### src/rtl/mem_lsu_pkg.sv
// Shared types for the MEM-stage load/store unit: FSM states, funct3 codes,
// access sizes and a funct3 -> size decoder.
package riscv_pkg;

  typedef enum logic [1:0] {
    S_IDLE = 2'd0,
    S_REQ  = 2'd1,
    S_RESP = 2'd2
  } lsu_state_t;

  localparam logic [2:0] F3_LB  = 3'b000;
  localparam logic [2:0] F3_LH  = 3'b001;
  localparam logic [2:0] F3_LW  = 3'b010;
  localparam logic [2:0] F3_LBU = 3'b100;
  localparam logic [2:0] F3_LHU = 3'b101;

  typedef enum logic [1:0] {
    SZ_B = 2'd0,
    SZ_H = 2'd1,
    SZ_W = 2'd2
  } lsu_size_t;

  // funct3[1:0] carries the size for both loads and stores; 2'b11 is treated as a word.
  function automatic lsu_size_t f3_size(input logic [2:0] f3);
    case (f3[1:0])
      2'b00:   return SZ_B;
      2'b01:   return SZ_H;
      default: return SZ_W;
    endcase
  endfunction

endpackage

### src/rtl/mem_lsu_if.sv
// Data-memory request/grant/response bus between the LSU (master) and memory (slave).
interface mem_lsu_if #(
  parameter int ADDR_W = 32,
  parameter int DATA_W = 32
);
  logic              dmem_req;
  logic              dmem_we;
  logic [3:0]        dmem_be;
  logic [ADDR_W-1:0] dmem_addr;
  logic [DATA_W-1:0] dmem_wdata;
  logic              dmem_gnt;
  logic              dmem_rvalid;
  logic [DATA_W-1:0] dmem_rdata;
  logic              dmem_err;

  modport master (
    output dmem_req, dmem_we, dmem_be, dmem_addr, dmem_wdata,
    input  dmem_gnt, dmem_rvalid, dmem_rdata, dmem_err
  );

  modport slave (
    input  dmem_req, dmem_we, dmem_be, dmem_addr, dmem_wdata,
    output dmem_gnt, dmem_rvalid, dmem_rdata, dmem_err
  );
endinterface

### src/rtl/mem_lsu_load_align.sv
// Load formatter: shifts the addressed lane down to bit 0, then sign- or
// zero-extends according to funct3.
module lsu_load_align
  import riscv_pkg::*;
(
  input  logic [31:0] rdata,
  input  logic [1:0]  offset,
  input  logic [2:0]  funct3,
  output logic [31:0] result
);
  logic [31:0] shifted;

  always_comb begin
    shifted = rdata >> {offset, 3'b000};
    result  = shifted;
    case (funct3)
      F3_LB:   result = {{24{shifted[7]}}, shifted[7:0]};
      F3_LBU:  result = {24'h0, shifted[7:0]};
      F3_LH:   result = {{16{shifted[15]}}, shifted[15:0]};
      F3_LHU:  result = {16'h0, shifted[15:0]};
      F3_LW:   result = shifted;
      default: result = shifted;
    endcase
  end
endmodule

### src/rtl/mem_lsu.sv
// MEM-stage load/store unit: one req/gnt/rvalid transaction per EX/MEM op.
// Define LSU_MISALIGN_CHECK_EN to trap misaligned halfword/word accesses.
module mem_lsu
  import riscv_pkg::*;
#(
  parameter int ADDR_W = 32,
  parameter int DATA_W = 32
) (
  input  logic              clk,
  input  logic              rst_n,
  input  logic              req_valid,
  input  logic              mem_write,
  input  logic [2:0]        funct3,
  input  logic [ADDR_W-1:0] addr,
  input  logic [DATA_W-1:0] wdata,
  input  logic              flush,
  input  logic              pipe_advance,
  mem_lsu_if.master         dmem,
  output logic              lsu_stall,
  output logic [DATA_W-1:0] load_data,
  output logic              bus_err,
  output logic              misaligned
);
  lsu_state_t        state_q, state_d;
  logic              req_q, req_d, we_q, we_d;
  logic [3:0]        be_q, be_d;
  logic [ADDR_W-1:0] addr_q, addr_d;
  logic [DATA_W-1:0] wdata_q, wdata_d, load_q, load_d;
  logic [2:0]        f3_q, f3_d;
  logic [1:0]        off_q, off_d;
  logic              done_q, done_d, discard_q, discard_d;
  logic              bus_err_q, bus_err_d, mis_q, mis_d;

  lsu_size_t         size;
  logic              issue, mis;
  logic [3:0]        st_be;
  logic [DATA_W-1:0] st_wdata;
  logic [1:0]        off;
  logic [DATA_W-1:0] aligned;

  assign size  = f3_size(funct3);
  assign issue = req_valid && !done_q && !flush;

`ifdef LSU_MISALIGN_CHECK_EN
  assign mis = (size == SZ_H && addr[0]) || (size == SZ_W && addr[1:0] != 2'b00);
`else
  assign mis = 1'b0;
`endif

  // Without the misalign trap, low address bits below the access size are simply dropped.
  always_comb begin
    st_be    = 4'b1111;
    st_wdata = wdata;
    off      = 2'b00;
    case (size)
      SZ_B: begin
        st_be    = 4'b0001 << addr[1:0];
        st_wdata = {4{wdata[7:0]}};
        off      = addr[1:0];
      end
      SZ_H: begin
        st_be    = addr[1] ? 4'b1100 : 4'b0011;
        st_wdata = {2{wdata[15:0]}};
        off      = {addr[1], 1'b0};
      end
      default: ;
    endcase
  end

  lsu_load_align u_align (
    .rdata  (dmem.dmem_rdata),
    .offset (off_q),
    .funct3 (f3_q),
    .result (aligned)
  );

  always_comb begin
    state_d   = state_q;
    req_d     = req_q;
    we_d      = we_q;
    be_d      = be_q;
    addr_d    = addr_q;
    wdata_d   = wdata_q;
    f3_d      = f3_q;
    off_d     = off_q;
    load_d    = load_q;
    discard_d = discard_q;
    done_d    = done_q && !pipe_advance;
    bus_err_d = 1'b0;
    mis_d     = 1'b0;
    case (state_q)
      S_IDLE: if (issue) begin
        if (mis) begin
          mis_d  = 1'b1;
          load_d = '0;
          done_d = 1'b1;
        end else begin
          state_d = S_REQ;
          req_d   = 1'b1;
          we_d    = mem_write;
          be_d    = mem_write ? st_be : 4'b1111;
          addr_d  = {addr[ADDR_W-1:2], 2'b00};
          wdata_d = st_wdata;
          f3_d    = funct3;
          off_d   = off;
        end
      end
      S_REQ: begin
        if (flush) discard_d = 1'b1;
        if (dmem.dmem_gnt) begin
          req_d   = 1'b0;
          state_d = S_RESP;
        end
      end
      S_RESP: begin
        if (flush) discard_d = 1'b1;
        // A killed op still drains the bus, but must not touch pipeline-visible state.
        if (dmem.dmem_rvalid) begin
          state_d   = S_IDLE;
          discard_d = 1'b0;
          if (!(discard_q || flush)) begin
            done_d    = 1'b1;
            bus_err_d = dmem.dmem_err;
            if (!we_q) load_d = aligned;
          end
        end
      end
      default: state_d = S_IDLE;
    endcase
  end

  always_ff @(posedge clk or negedge rst_n) begin
    if (!rst_n) begin
      state_q   <= S_IDLE;
      req_q     <= 1'b0;
      we_q      <= 1'b0;
      be_q      <= 4'b0000;
      addr_q    <= '0;
      wdata_q   <= '0;
      f3_q      <= 3'b000;
      off_q     <= 2'b00;
      load_q    <= '0;
      done_q    <= 1'b0;
      discard_q <= 1'b0;
      bus_err_q <= 1'b0;
      mis_q     <= 1'b0;
    end else begin
      state_q   <= state_d;
      req_q     <= req_d;
      we_q      <= we_d;
      be_q      <= be_d;
      addr_q    <= addr_d;
      wdata_q   <= wdata_d;
      f3_q      <= f3_d;
      off_q     <= off_d;
      load_q    <= load_d;
      done_q    <= done_d;
      discard_q <= discard_d;
      bus_err_q <= bus_err_d;
      mis_q     <= mis_d;
    end
  end

  assign dmem.dmem_req   = req_q;
  assign dmem.dmem_we    = we_q;
  assign dmem.dmem_be    = be_q;
  assign dmem.dmem_addr  = addr_q;
  assign dmem.dmem_wdata = wdata_q;

  assign lsu_stall  = (state_q != S_IDLE) || issue;
  assign load_data  = load_q;
  assign bus_err    = bus_err_q;
  assign misaligned = mis_q;
endmodule

### src/flat_wrapper.sv
// flat-port wrapper written by rule: the top's interface ports become plain ports
module mem_lsu_flat import riscv_pkg::*;
#(
  parameter int ADDR_W = 32,
  parameter int DATA_W = 32
)
  (clk, rst_n, req_valid, mem_write, funct3, addr, wdata, flush, pipe_advance, lsu_stall, load_data, bus_err, misaligned, dmem_dmem_req, dmem_dmem_we, dmem_dmem_be, dmem_dmem_addr, dmem_dmem_wdata, dmem_dmem_gnt, dmem_dmem_rvalid, dmem_dmem_rdata, dmem_dmem_err);
  mem_lsu_if #(.ADDR_W(ADDR_W), .DATA_W(DATA_W)) dmem_i ();
  input  logic clk;
  input  logic rst_n;
  input  logic req_valid;
  input  logic mem_write;
  input  logic [2:0] funct3;
  input  logic [ADDR_W-1:0] addr;
  input  logic [DATA_W-1:0] wdata;
  input  logic flush;
  input  logic pipe_advance;
  output logic lsu_stall;
  output logic [DATA_W-1:0] load_data;
  output logic bus_err;
  output logic misaligned;
  output wire logic [$bits(dmem_i.dmem_req)-1:0] dmem_dmem_req;
  output wire logic [$bits(dmem_i.dmem_we)-1:0] dmem_dmem_we;
  output wire logic [$bits(dmem_i.dmem_be)-1:0] dmem_dmem_be;
  output wire logic [$bits(dmem_i.dmem_addr)-1:0] dmem_dmem_addr;
  output wire logic [$bits(dmem_i.dmem_wdata)-1:0] dmem_dmem_wdata;
  input wire logic [$bits(dmem_i.dmem_gnt)-1:0] dmem_dmem_gnt;
  input wire logic [$bits(dmem_i.dmem_rvalid)-1:0] dmem_dmem_rvalid;
  input wire logic [$bits(dmem_i.dmem_rdata)-1:0] dmem_dmem_rdata;
  input wire logic [$bits(dmem_i.dmem_err)-1:0] dmem_dmem_err;
  assign dmem_dmem_req = dmem_i.dmem_req;
  assign dmem_dmem_we = dmem_i.dmem_we;
  assign dmem_dmem_be = dmem_i.dmem_be;
  assign dmem_dmem_addr = dmem_i.dmem_addr;
  assign dmem_dmem_wdata = dmem_i.dmem_wdata;
  assign dmem_i.dmem_gnt = dmem_dmem_gnt;
  assign dmem_i.dmem_rvalid = dmem_dmem_rvalid;
  assign dmem_i.dmem_rdata = dmem_dmem_rdata;
  assign dmem_i.dmem_err = dmem_dmem_err;
  mem_lsu #(.ADDR_W(ADDR_W), .DATA_W(DATA_W)) u_core (.clk(clk), .rst_n(rst_n), .req_valid(req_valid), .mem_write(mem_write), .funct3(funct3), .addr(addr), .wdata(wdata), .flush(flush), .pipe_advance(pipe_advance), .dmem(dmem_i), .lsu_stall(lsu_stall), .load_data(load_data), .bus_err(bus_err), .misaligned(misaligned));
endmodule
### config.mk
export PLATFORM = sky130hd
export DESIGN_NAME = mem_lsu_flat
export DESIGN_NICKNAME = d
export VERILOG_FILES = /design/src/rtl/mem_lsu_pkg.sv /design/src/rtl/mem_lsu_if.sv /design/src/rtl/mem_lsu_load_align.sv /design/src/rtl/mem_lsu.sv /design/src/flat_wrapper.sv
export SDC_FILE = /design/constraint.sdc
export NUM_CORES = 1
export LEC_CHECK = 0
export ABC_CLOCK_PERIOD_IN_PS = 1900
export BUFFER_PORTS_ARGS = -buffer_cell sky130_fd_sc_hd__buf_2
export CORE_MARGIN = 1
export CORE_UTILIZATION = 32
export CTS_CLUSTER_DIAMETER = 60
export DETAILED_ROUTE_END_ITERATION = 12
export GPL_TIMING_DRIVEN = 0
export SLEW_MARGIN = 10
export SYNTH_ARGS = -nofsm -noshare
export SYNTH_HDL_FRONTEND = slang
export SYNTH_SLANG_ARGS = --single-unit
### constraint.sdc
create_clock -name clk -period 1.9 [get_ports clk]
set_clock_uncertainty 0.05 [all_clocks]
set_input_delay 0 -clock clk [delete_from_list [all_inputs] [get_ports clk]]
set_output_delay 0 -clock clk [all_outputs]
set_load 0.005 [all_outputs]
==> flow_metrics.py, run 1 <==
metrics = {
    "clock_network": {
        "clk_path_buf_depth": 2,
        "clk_pin_slew_ps": 80,
        "cts_tree": "done",
        "cts_buffers": 9,
        "cts_root_buf": "clkbuf_16",
        "worstSkewPairLatency_ps": 350,
        "numClockSinks": 110,
        "htree_levels": 3,
    },
    "outcome": {
        "outcome": "complete, no violations",
    },
    "timing": {
        "fin_ws_ps": 74.1,
        "tightest_slew_ps": 790,
        "layout_min_cycle_time_ps": 1830,
        "rsz0062_at_grt": "false",
        "finalHoldViolations": 0,
        "setup_viol": 0,
        "fin_crit_sh_pct": 96.1,
        "slew_headroom_pct": 47.4,
        "fmax_mhz": 548,
        "slew_viol_final": 0,
    },
    "power_and_ir_drop": {
        "power.density_nw_per_um2": 1290,
        "p_clk_share_pct": 18.8,
        "power_switching_mw": 3.69,
        "internal_power_mw": 6.35,
        "vdd_drop_max_mv": 0.671,
        "power_leakage_nw": 4.01,
        "combPwrFrac_pct": 40.8,
        "sw_frac_of_total_pct": 36.8,
        "power.share.sequential_pct": 40.4,
    },
    "floorplan": {
        "start_util_pct": 33.3,
        "core.rowCount": 45,
        "core-area_um2": 15400,
        "die_x_um": 128,
        "die-height_um": 128,
        "pin_count": 213,
        "dieArea_um2": 16500,
    },
    "synth": {
        "yosysWarnings": 0,
        "synth_area_leader_cell": "dfrtp_1",
        "ys_ff_latch": 110,
        "synth_cells": 535,
        "syn_avg_cell_area_um2": 9.55,
        "synth_area_um2": 5110,
        "yosysTopAreaCellShare_pct": 53.9,
        "seq_area_frac_synth_pct": 53.9,
        "synth_cell_types": 35,
        "synth_area_leaders": "dfrtp_1, nand2_1, mux2i_1, o21ai_0, o22a_1",
    },
    "cells_and_area": {
        "final_cell_mix": "buf_2, nand2_1, dfrtp_1, dlygate4sd3_1, mux2i_1",
        "post-route-cell-area_um2": 7760,
        "fin_util_pct": 50.5,
        "nFillCells": 1452,
        "final_common_cell": "buf_2",
        "drive_above_1_share_pct": 32.2,
        "synthToLayoutAreaGrowth_pct": 51.8,
        "fin_nets": 960,
        "instances_no_fill": 1065,
    },
    "critical_path": {
        "required_ps": 2120,
        "worstPathArrival_ps": 2040,
        "end_kind": "flip-flop",
        "path_class": "reg2reg",
        "cp_max_fo": 10,
        "cp-start-kind": "flip-flop",
    },
    "placed_design": {
        "place_ws_ps": -320,
        "port_buffers": 207,
        "gp_congestion": 0.835,
        "dp.cells": 956,
        "dp_hpwl_um": 11400,
        "dpl_cell_area_um2": 6450,
    },
    "route": {
        "post_drt_wl_per_cell_um": 15.4,
        "viasPerCell": 4.66,
        "detail-route-antenna-nets": 0,
        "first_pass_iters": 4,
        "drtIter0Drc": 210,
        "wl_um": 16400,
        "num_vias": 4962,
        "drcViolationCount": 0,
    },
    "global_routing": {
        "first_global_vias": 5014,
        "grt_max_degree": 57,
        "grt.total_usage_pct": 20.4,
        "antenna_found_initial": 0,
        "grt_pass1_wl_um": 25800,
        "grt-ovfl-total": 0,
    },
    "job": {
        "maxCapViolCount": 0,
    },
    "worst_hold_path": {
        "hold_path_class": "in2reg",
    },
}
power groups by stage:
stage / Combinational [mW] / Clock, mW / Sequential, mW
final: 4.10 / 1.89 / 4.05
after CTS: 4.07 / 1.95 / 4.03
after detailed placement: 3.89 / 0 / 4.05
after global routing: 4.57 / 2.06 / 4.20
after global placement: 3.83 / 0 / 4.03
after floorplan: 1.96 / 0 / 4.11
kinds of logic (layout without fill, tap and decap cells):
kind of cell             count (synthesis)  count (layout)  share of synthesized area (%)
AND/OR/NAND/NOR                        228             228                           18.7
flip-flops                             110             110                           53.9
AO/OA/AOI/OAI                           99              99                           12.4
multiplexers                            49              49                           10.1
buffers and inverters                   44             360                           3.97
adder cells (fa/ha/maj)                  4               4                          0.979
other                                    1               4                         0.0734
Yosys cell counts:
| cell type | instances |
|---|---|
| nand2_1 | 166 |
| a311o_1 | 1 |
| dfrtp_1 | 110 |
| buf_2 | 9 |
| a211oi_1 | 14 |
| nor4b_1 | 1 |
| buf_6 | 2 |
| nand2b_1 | 8 |
| o221a_2 | 1 |
| ha_1 | 4 |
| o22a_1 | 17 |
| nand3_1 | 1 |
| o21ai_2 | 1 |
| nor3b_1 | 2 |
| o21bai_1 | 1 |
| mux2i_1 | 39 |
| nor2b_1 | 7 |
| o22ai_1 | 1 |
| mux2_2 | 9 |
| a21oi_1 | 19 |
| and2_1 | 9 |
| a31oi_1 | 4 |
| inv_1 | 8 |
| conb_1 | 1 |
| mux4_2 | 1 |
| a21o_1 | 2 |
| clkbuf_1 | 22 |
| or4_1 | 1 |
| o32ai_1 | 1 |
| nor2_1 | 31 |
| o22ai_2 | 1 |
| nor4_4 | 1 |
| buf_4 | 3 |
| nor2_2 | 1 |
| o21ai_0 | 36 |
cell type report:
class / instances / area [µm²] / share of cell area (%)
diodes: 1 / 2.50 / 0.0322
plain buffers: 34 / 194 / 2.50
clock buffers: 10 / 239 / 3.08
clock inverters: 6 / 52.6 / 0.677
inverters: 8 / 30.0 / 0.387
multi-input cells: 383 / 2220 / 28.6
flip-flops and latches: 110 / 2750 / 35.5
well taps: 211 / 264 / 3.40
repair buffers: 302 / 2010 / 25.9
metal layers:
layer | routed length [µm] | global-route usage [%]
met1 | 6970 | 24.5
met2 | 8070 | 35.2
met3 | 961 | 4.95
met4 | 362 | 8.10
met5 | 0 | 0
path summary, 6_finish.rpt:
check | from | endpoint | slack, ps | cells after the start
setup / recovery | u_core.state_q[0]$_DFFE_PN0P_ | u_core.load_data[12]$_DFFE_PN0P_ | 70 | 7
hold / removal | dmem_dmem_rdata[8] | u_core.load_data[8]$_DFFE_PN0P_ | 60 | 5
setup reg to reg | u_core.state_q[0]$_DFFE_PN0P_ | u_core.load_data[12]$_DFFE_PN0P_ | 70 | 7
hold reg to reg | u_core.dmem.dmem_addr[14]$_DFFE_PN0P_ | u_core.dmem.dmem_addr[14]$_DFFE_PN0P_ | 420 | 2
max in group asynchronous | rst_n | u_core.dmem.dmem_addr[15]$_DFFE_PN0P_ | 1020 | 3
min in group asynchronous | rst_n | u_core.bus_err$_DFF_PN0_ | 120 | 2
registers in the layout, indices dropped and copies added (netlist names):
signal                  flops
u_core.load_data           32
u_core.off_q                2
u_core.done_q               1
u_core.dmem.dmem_wdata     32
u_core.dmem.dmem_req        1
u_core.dmem.dmem_be         4
u_core.bus_err              1
u_core.dmem.dmem_we         1
u_core.discard_q            1
u_core.dmem.dmem_addr      30
u_core.state_q              2
u_core.f3_q                 3
critical path: stages (launching register included):
cell and delay, ps:
dfrtp_1 400, inv_2 100, ha_4 160, nand2_4 60, or4_4 420, buf_6 160
a21o_4 210, o21ai_0 170
repair_timing:
item / CTS / global route
hold buffers: 91 / 0
buffers inserted: 2 / 1
gates resized for setup: 16 / 26
pin swaps: 1 / 1
endpoints found under the hold margin: 146 / 0
endpoints found under the setup margin: 98 / 70
per-stage QoR:
| stage | total power, mW | hold slack [ps] | TNS, ps |
|---|---|---|---|
| 2_1_floorplan | 6.07 | -346 | 0 |
| 3_3_place_gp | 7.86 | 141 | -86250 |
| 3_5_place_dp | 7.93 | -47.0 | -16620 |
| 4_1_cts | 10.0 | 61.5 | 0 |
| 5_1_grt | 10.8 | 92.7 | 0 |
| 6_report | 10.0 | 59.0 | 0 |
Power figures use the tool's default switching activity.
==> run 2, diff against run 1 <==
--- a/config.mk
+++ b/config.mk
@@ -12,6 +12,7 @@
 export CTS_CLUSTER_DIAMETER = 60
 export DETAILED_ROUTE_END_ITERATION = 12
 export GPL_TIMING_DRIVEN = 0
+export SETUP_SLACK_MARGIN = 0.3
 export SLEW_MARGIN = 10
 export SYNTH_ARGS = -nofsm -noshare
 export SYNTH_HDL_FRONTEND = slang
==> run 2 against run 1 <==
Effect of this change:
- flip-flop and latch count stayed put
- utilization is 3.3 points higher
- die area did not move
- routed wire length is 2.6% higher
- register-to-register slack improved by 80 ps
- final cell count up 1.4%
- worst setup slack improved by 79 ps
- first-iteration DRC count decreased by 3.8%
- clock power grew 5%
- design area is 6.6% higher
- clock-buffer cell count increased by 2
- critical path type unchanged
- highest routed layer unchanged
==> flow_metrics.py, run 2 (synthesis results as in run 1) <==
metrics = {
    "timing": {
        "slew_viol_final": 0,
        "tns_ps": 0,
        "tightest_slew_ps": 769,
        "rsz0062_at_grt": "true",
        "hold_slack_ps": 11.9,
        "finalHoldViolations": 0,
        "slew_headroom_pct": 48.5,
        "setup_viol": 0,
        "layout_min_cycle_time_ps": 1750,
        "fin_crit_sh_pct": 91.9,
        "fmax_mhz": 572,
    },
    "cells_and_area": {
        "num_antenna_cells": 0,
        "synthToLayoutAreaGrowth_pct": 61.8,
        "final_common_cell": "buf_2",
        "final_cell_mix": "buf_2, nand2_1, dfrtp_1, dlygate4sd3_1, mux2i_1",
        "multi_input_area_um2": 2440,
        "ff_latch_area_um2": 2750,
        "instances_no_fill": 1080,
        "nFillCells": 1387,
        "post-route-cell-area_um2": 8270,
        "fin_nets": 976,
        "drive_above_1_share_pct": 38.2,
    },
    "critical_path": {
        "cp-start-kind": "flip-flop",
        "cp_max_fo": 6,
        "worstPathArrival_ps": 1940,
        "rrSetupSlack_ps": 150,
        "r2r_end": "u_core.load_data[20]$_DFFE_PN0P_",
        "required_ps": 2090,
        "path_class": "reg2reg",
        "r2r_cells": 6,
        "end_kind": "flip-flop",
        "r2r_start": "u_core.off_q[1]$_DFFE_PN0P_",
    },
    "placed_design": {
        "gp_congestion": 0.807,
        "dpl_cell_area_um2": 6500,
        "port_buffers": 207,
        "dp.cells": 956,
        "dp_hpwl_um": 11400,
    },
    "global_routing": {
        "use_met2_pct": 36.5,
        "grt.total_usage_pct": 20.7,
        "grt_max_degree": 75,
        "grt-ovfl-total": 0,
        "first_global_vias": 5264,
        "antenna_found_initial": 0,
        "grtUsageMet1_pct": 25.3,
        "grtUsageMet3_pct": 4.20,
        "grt_pass1_wl_um": 26500,
        "top_usage_layer": "met2",
    },
    "floorplan": {
        "die-height_um": 128,
        "core.rowCount": 45,
        "pin_count": 213,
        "die_x_um": 128,
        "start_util_pct": 33.3,
        "dieArea_um2": 16500,
        "core-area_um2": 15400,
    },
    "power_and_ir_drop": {
        "vdd_drop_max_mv": 0.649,
        "power_leakage_nw": 4.22,
        "total_power_mw": 10.8,
        "power.density_nw_per_um2": 1310,
    },
    "clock_network": {
        "cts_root_buf": "clkbuf_16",
        "clk_path_buf_depth": 2,
        "worstSkewPairLatency_ps": 350,
        "cts_tree": "done",
        "cts_buffers": 9,
        "clk_pin_slew_ps": 70,
        "numClockSinks": 110,
        "htree_levels": 3,
    },
    "route": {
        "detail-route-antenna-nets": 0,
        "first_pass_iters": 4,
        "num_vias": 5048,
        "wl_um": 16800,
        "post_drt_wl_per_cell_um": 15.5,
        "drtIter0Drc": 202,
        "drcViolationCount": 0,
        "viasPerCell": 4.67,
    },
    "worst_hold_path": {
        "hold_depth": 3,
        "min_to": "u_core.load_data[27]$_DFFE_PN0P_",
        "hold_path_class": "in2reg",
        "hp-start": "dmem_dmem_rdata[27]",
    },
    "job": {
        "maxCapViolCount": 0,
    },
    "outcome": {
        "outcome": "complete, no violations",
    },
}
[run 2: changes by cell type in the layout (fill, tap and decap cells not counted), sizes merged]
cell | previous run | this run
buf | 226 | 252
bufinv | 0 | 1
clkinv | 1 | 2
clkinvlp | 2 | 0
diode | 1 | 0
dlygate4sd3 | 91 | 83
inv | 11 | 9
[run 2: cell type report]
cell class / instances / share of cell area, %
Clock buffer: 12 / 3.10
Multi-Input combinational cell: 383 / 29.5
Tap cell: 211 / 3.19
Clock inverter: 4 / 0.635
Sequential cell: 110 / 33.3
Inverter: 8 / 0.393
Timing Repair Buffer: 316 / 26.4
Buffer: 36 / 3.43
[run 2: metal layers]
layer / vias to the layer above / routed length (µm)
li1: 2441 / -
met4: 0 / 292
met2: 197 / 8320
met5: - / 0
met3: 18 / 1020
met1: 2392 / 7160
[run 2: critical path, cell delays in order (launching register included)]
cell	delay, ps
dfrtp_1	340
buf_6	110
mux4_2	530
o22ai_4	190
o21ai_4	110
buf_4	150
o22a_1	160
[run 2: timing repair]
action                                  in CTS  in global routing
setup buffers                               13                  7
pin swaps                                   14                  8
hold endpoints to repair                   195                  0
cloned                                       2                  3
resized for setup                           63                 51
hold buffers                                83                  0
endpoints found under the setup margin     106                106
[run 2: how the worst max path moves through the flow]
stage                                             start                                      to  slack [ps]  depth (start not counted)
final                       u_core.off_q[1]$_DFFE_PN0P_        u_core.load_data[20]$_DFFE_PN0P_         150                          6
after global routing        u_core.off_q[1]$_DFFE_PN0P_        u_core.load_data[21]$_DFFE_PN0P_         110                          6
after CTS                   u_core.off_q[1]$_DFFE_PN0P_        u_core.load_data[22]$_DFFE_PN0P_         100                          6
after detailed placement  u_core.state_q[1]$_DFFE_PN0P_  u_core.dmem.dmem_wdata[16]$_DFFE_PN0P_        -230                          7
after global placement                            rst_n   u_core.dmem.dmem_addr[18]$_DFFE_PN0P_        -660                          1
after floorplan           u_core.state_q[0]$_DFFE_PN0P_         u_core.load_data[4]$_DFFE_PN0P_         120                          6
[run 2: power breakdown]
group / internal (mW) / switching [mW] / leakage (nW) / total (mW)
sequential: 3.42 / 0.653 / 1.39 / 4.07
clock: 1.10 / 0.885 / 0.153 / 1.99
combinational: 2.46 / 2.31 / 2.68 / 4.77
total: 6.98 / 3.85 / 4.22 / 10.8
[run 2: through the flow]
stage          worst slack, ps  util (%)
2_1_floorplan              121         -
4_1_cts                    103      51.9
5_1_grt                    112      53.8
3_5_place_dp              -228      42.3
3_3_place_gp              -662      42.1
6_report                   153      53.8
==> run 3, diff against run 2 <==
--- a/config.mk
+++ b/config.mk
@@ -6,11 +6,11 @@
 export NUM_CORES = 1
 export LEC_CHECK = 0
 export ABC_CLOCK_PERIOD_IN_PS = 1900
-export BUFFER_PORTS_ARGS = -buffer_cell sky130_fd_sc_hd__buf_2
 export CORE_MARGIN = 1
 export CORE_UTILIZATION = 32
 export CTS_CLUSTER_DIAMETER = 60
 export DETAILED_ROUTE_END_ITERATION = 12
+export DONT_BUFFER_PORTS = 1
 export GPL_TIMING_DRIVEN = 0
 export SETUP_SLACK_MARGIN = 0.3
 export SLEW_MARGIN = 10
==> run 3 against run 2 <==
Effect of this change:
- the run now ends with negative hold slack left
- via count down 9.7%
- sequential share of layout area up 1.5 points
- fmax down 1.3%
- hold slack worse by 730 ps
- die area unchanged
- total power down 3.9%
- clock power down 3%
- worst setup slack worse by 24 ps
- utilization down 2.4 points
- combinational power down 17%
- final cell count down 17%
- critical path type unchanged
- highest routed layer unchanged
==> flow_metrics.py, run 3 (synthesis results as in run 1) <==
metrics = {
    "outcome": {
        "outcome": "complete, but fails checks",
        "failed_checks": "negative hold slack",
    },
    "cells_and_area": {
        "synthToLayoutAreaGrowth_pct": 54.7,
        "ff_latch_area_um2": 2750,
        "nFillCells": 1330,
        "fin_nets": 789,
        "multi_input_area_um2": 2770,
        "num_antenna_cells": 0,
        "final_common_cell": "dfrtp_1",
        "drive_above_1_share_pct": 31.5,
        "fin_util_pct": 51.5,
        "final_cell_mix": "dfrtp_1, dlygate4sd3_1, nand2_1, nand2_2, mux2i_1",
    },
    "critical_path": {
        "end_kind": "flip-flop",
        "path_class": "reg2reg",
        "worstPathArrival_ps": 2000,
        "cp_max_fo": 8,
        "cp-start-kind": "flip-flop",
        "rrSetupSlack_ps": 130,
        "required_ps": 2130,
    },
    "route": {
        "viasPerCell": 5.10,
        "post_drt_wl_per_cell_um": 19.7,
        "drtIter0Drc": 142,
        "drcViolationCount": 0,
        "detail-route-antenna-nets": 0,
        "wl_um": 17600,
        "num_vias": 4556,
        "first_pass_iters": 5,
    },
    "global_routing": {
        "first_global_vias": 4772,
        "antenna_found_initial": 0,
        "grt_pass1_wl_um": 25000,
        "grt.total_usage_pct": 20.0,
        "grt_max_degree": 111,
        "grt-ovfl-total": 0,
    },
    "job": {
        "maxCapViolCount": 0,
    },
    "power_and_ir_drop": {
        "sw_frac_of_total_pct": 38.9,
        "total_power_mw": 10.4,
        "power.density_nw_per_um2": 1320,
        "p_clk_share_pct": 18.6,
        "power_leakage_nw": 3.69,
        "internal_power_mw": 6.36,
        "vdd_drop_max_mv": 0.592,
        "power_switching_mw": 4.05,
        "power.share.sequential_pct": 43.3,
        "combPwrFrac_pct": 38.2,
    },
    "timing": {
        "finalHoldViolations": 110,
        "layout_min_cycle_time_ps": 1770,
        "hold_slack_ps": -719,
        "setup_viol": 0,
        "slew_headroom_pct": 48.3,
        "tightest_slew_ps": 776,
        "rsz0062_at_grt": "true",
        "fmax_mhz": 565,
        "fin_crit_sh_pct": 93.2,
        "slew_viol_final": 0,
        "tns_ps": 0,
    },
    "clock_network": {
        "cts_root_buf": "clkbuf_16",
        "worstSkewPairLatency_ps": 350,
        "cts_buffers": 9,
        "numClockSinks": 110,
        "htree_levels": 3,
        "clk_pin_slew_ps": 80,
        "clk_path_buf_depth": 2,
        "cts_tree": "done",
    },
    "floorplan": {
        "pin_count": 213,
        "die-height_um": 128,
        "core.rowCount": 45,
        "die_x_um": 128,
        "core-area_um2": 15400,
        "start_util_pct": 33.3,
        "dieArea_um2": 16500,
    },
    "placed_design": {
        "dp_hpwl_um": 11000,
        "gp_congestion": 0.858,
        "port_buffers": 0,
    },
    "worst_hold_path": {
        "hold_path_class": "in2async",
    },
}
-- run 3: changes by cell type in the layout (fill, tap and decap cells not counted), moves of 12 or more --
| cell | delta |
|---|---|
| buf_2 | -208 |
| dlygate4sd3_1 | +16 |
| nand2_1 | -79 |
| nand2_2 | +53 |
| nand2_4 | +25 |
| o21ai_0 | -18 |
| o21ai_2 | +12 |
-- run 3: area by class of cell --
type / count / share of cell area, %
timing repair buffer: 129 / 17.9
buffer: 36 / 4.70
tap: 211 / 3.34
clock inverter: 7 / 0.997
sequential: 110 / 34.8
clock buffer: 9 / 2.85
multi-input combinational: 383 / 35.0
inverter: 8 / 0.411
-- run 3: power groups by stage --
| stage | clock [mW] | combinational (mW) | sequential, mW |
|---|---|---|---|
| floorplan | 0 | 2.02 | 4.12 |
| global placement | 0 | 2.39 | 4.45 |
| detailed placement | 0 | 2.52 | 4.46 |
| CTS | 2.00 | 3.08 | 4.44 |
| global route | 2.08 | 4.36 | 4.63 |
| finish | 1.93 | 3.97 | 4.50 |
-- run 3: what timing repair did --
action | in CTS | in global routing
hold endpoints to repair | 217 | 114
resized for setup | 60 | 211
buffers inserted | 13 | 7
gates cloned | 1 | 9
hold buffers | 98 | 1
pin swaps | 10 | 77
setup endpoints to repair | 106 | 106
-- run 3: layer usage --
metal	vias up	track usage [%]	part of all wire [%]
li1	2072	-	-
met5	-	0	0
met3	29	6.32	8.0
met4	0	5.95	1.7
met2	198	36.1	52
met1	2257	22.4	39
-- run 3: stage by stage --
stage	area, µm²	setup WS (ps)	std cells
after detailed placement	5430	-320	748
after global routing	7910	55.2	893
after floorplan	5170	121	537
final	7910	129	893
after CTS	7010	86.8	876
after global placement	5430	-281	748
-- run 3: path summary, 6_finish.rpt --
check,start,to,cells after the start
worst max-delay path,u_core.state_q[0]$_DFFE_PN0P_,u_core.load_data[9]$_DFFE_PN0P_,7
worst min-delay path,rst_n,u_core.bus_err$_DFF_PN0_,0
worst max register to register,u_core.state_q[0]$_DFFE_PN0P_,u_core.load_data[9]$_DFFE_PN0P_,7
worst min register to register,u_core.dmem.dmem_wdata[15]$_DFFE_PN0P_,u_core.dmem.dmem_wdata[15]$_DFFE_PN0P_,2
max in group asynchronous,rst_n,u_core.dmem.dmem_addr[27]$_DFFE_PN0P_,0
min in group clk,flush,u_core.load_data[17]$_DFFE_PN0P_,4
-- run 3: critical path: stages, from the launching register on --
cell,delay [ps]
dfrtp_1,390
inv_2,90
ha_4,150
nand2_4,70
or4_4,440
buf_8,140
a21o_4,230
o21ai_1,130
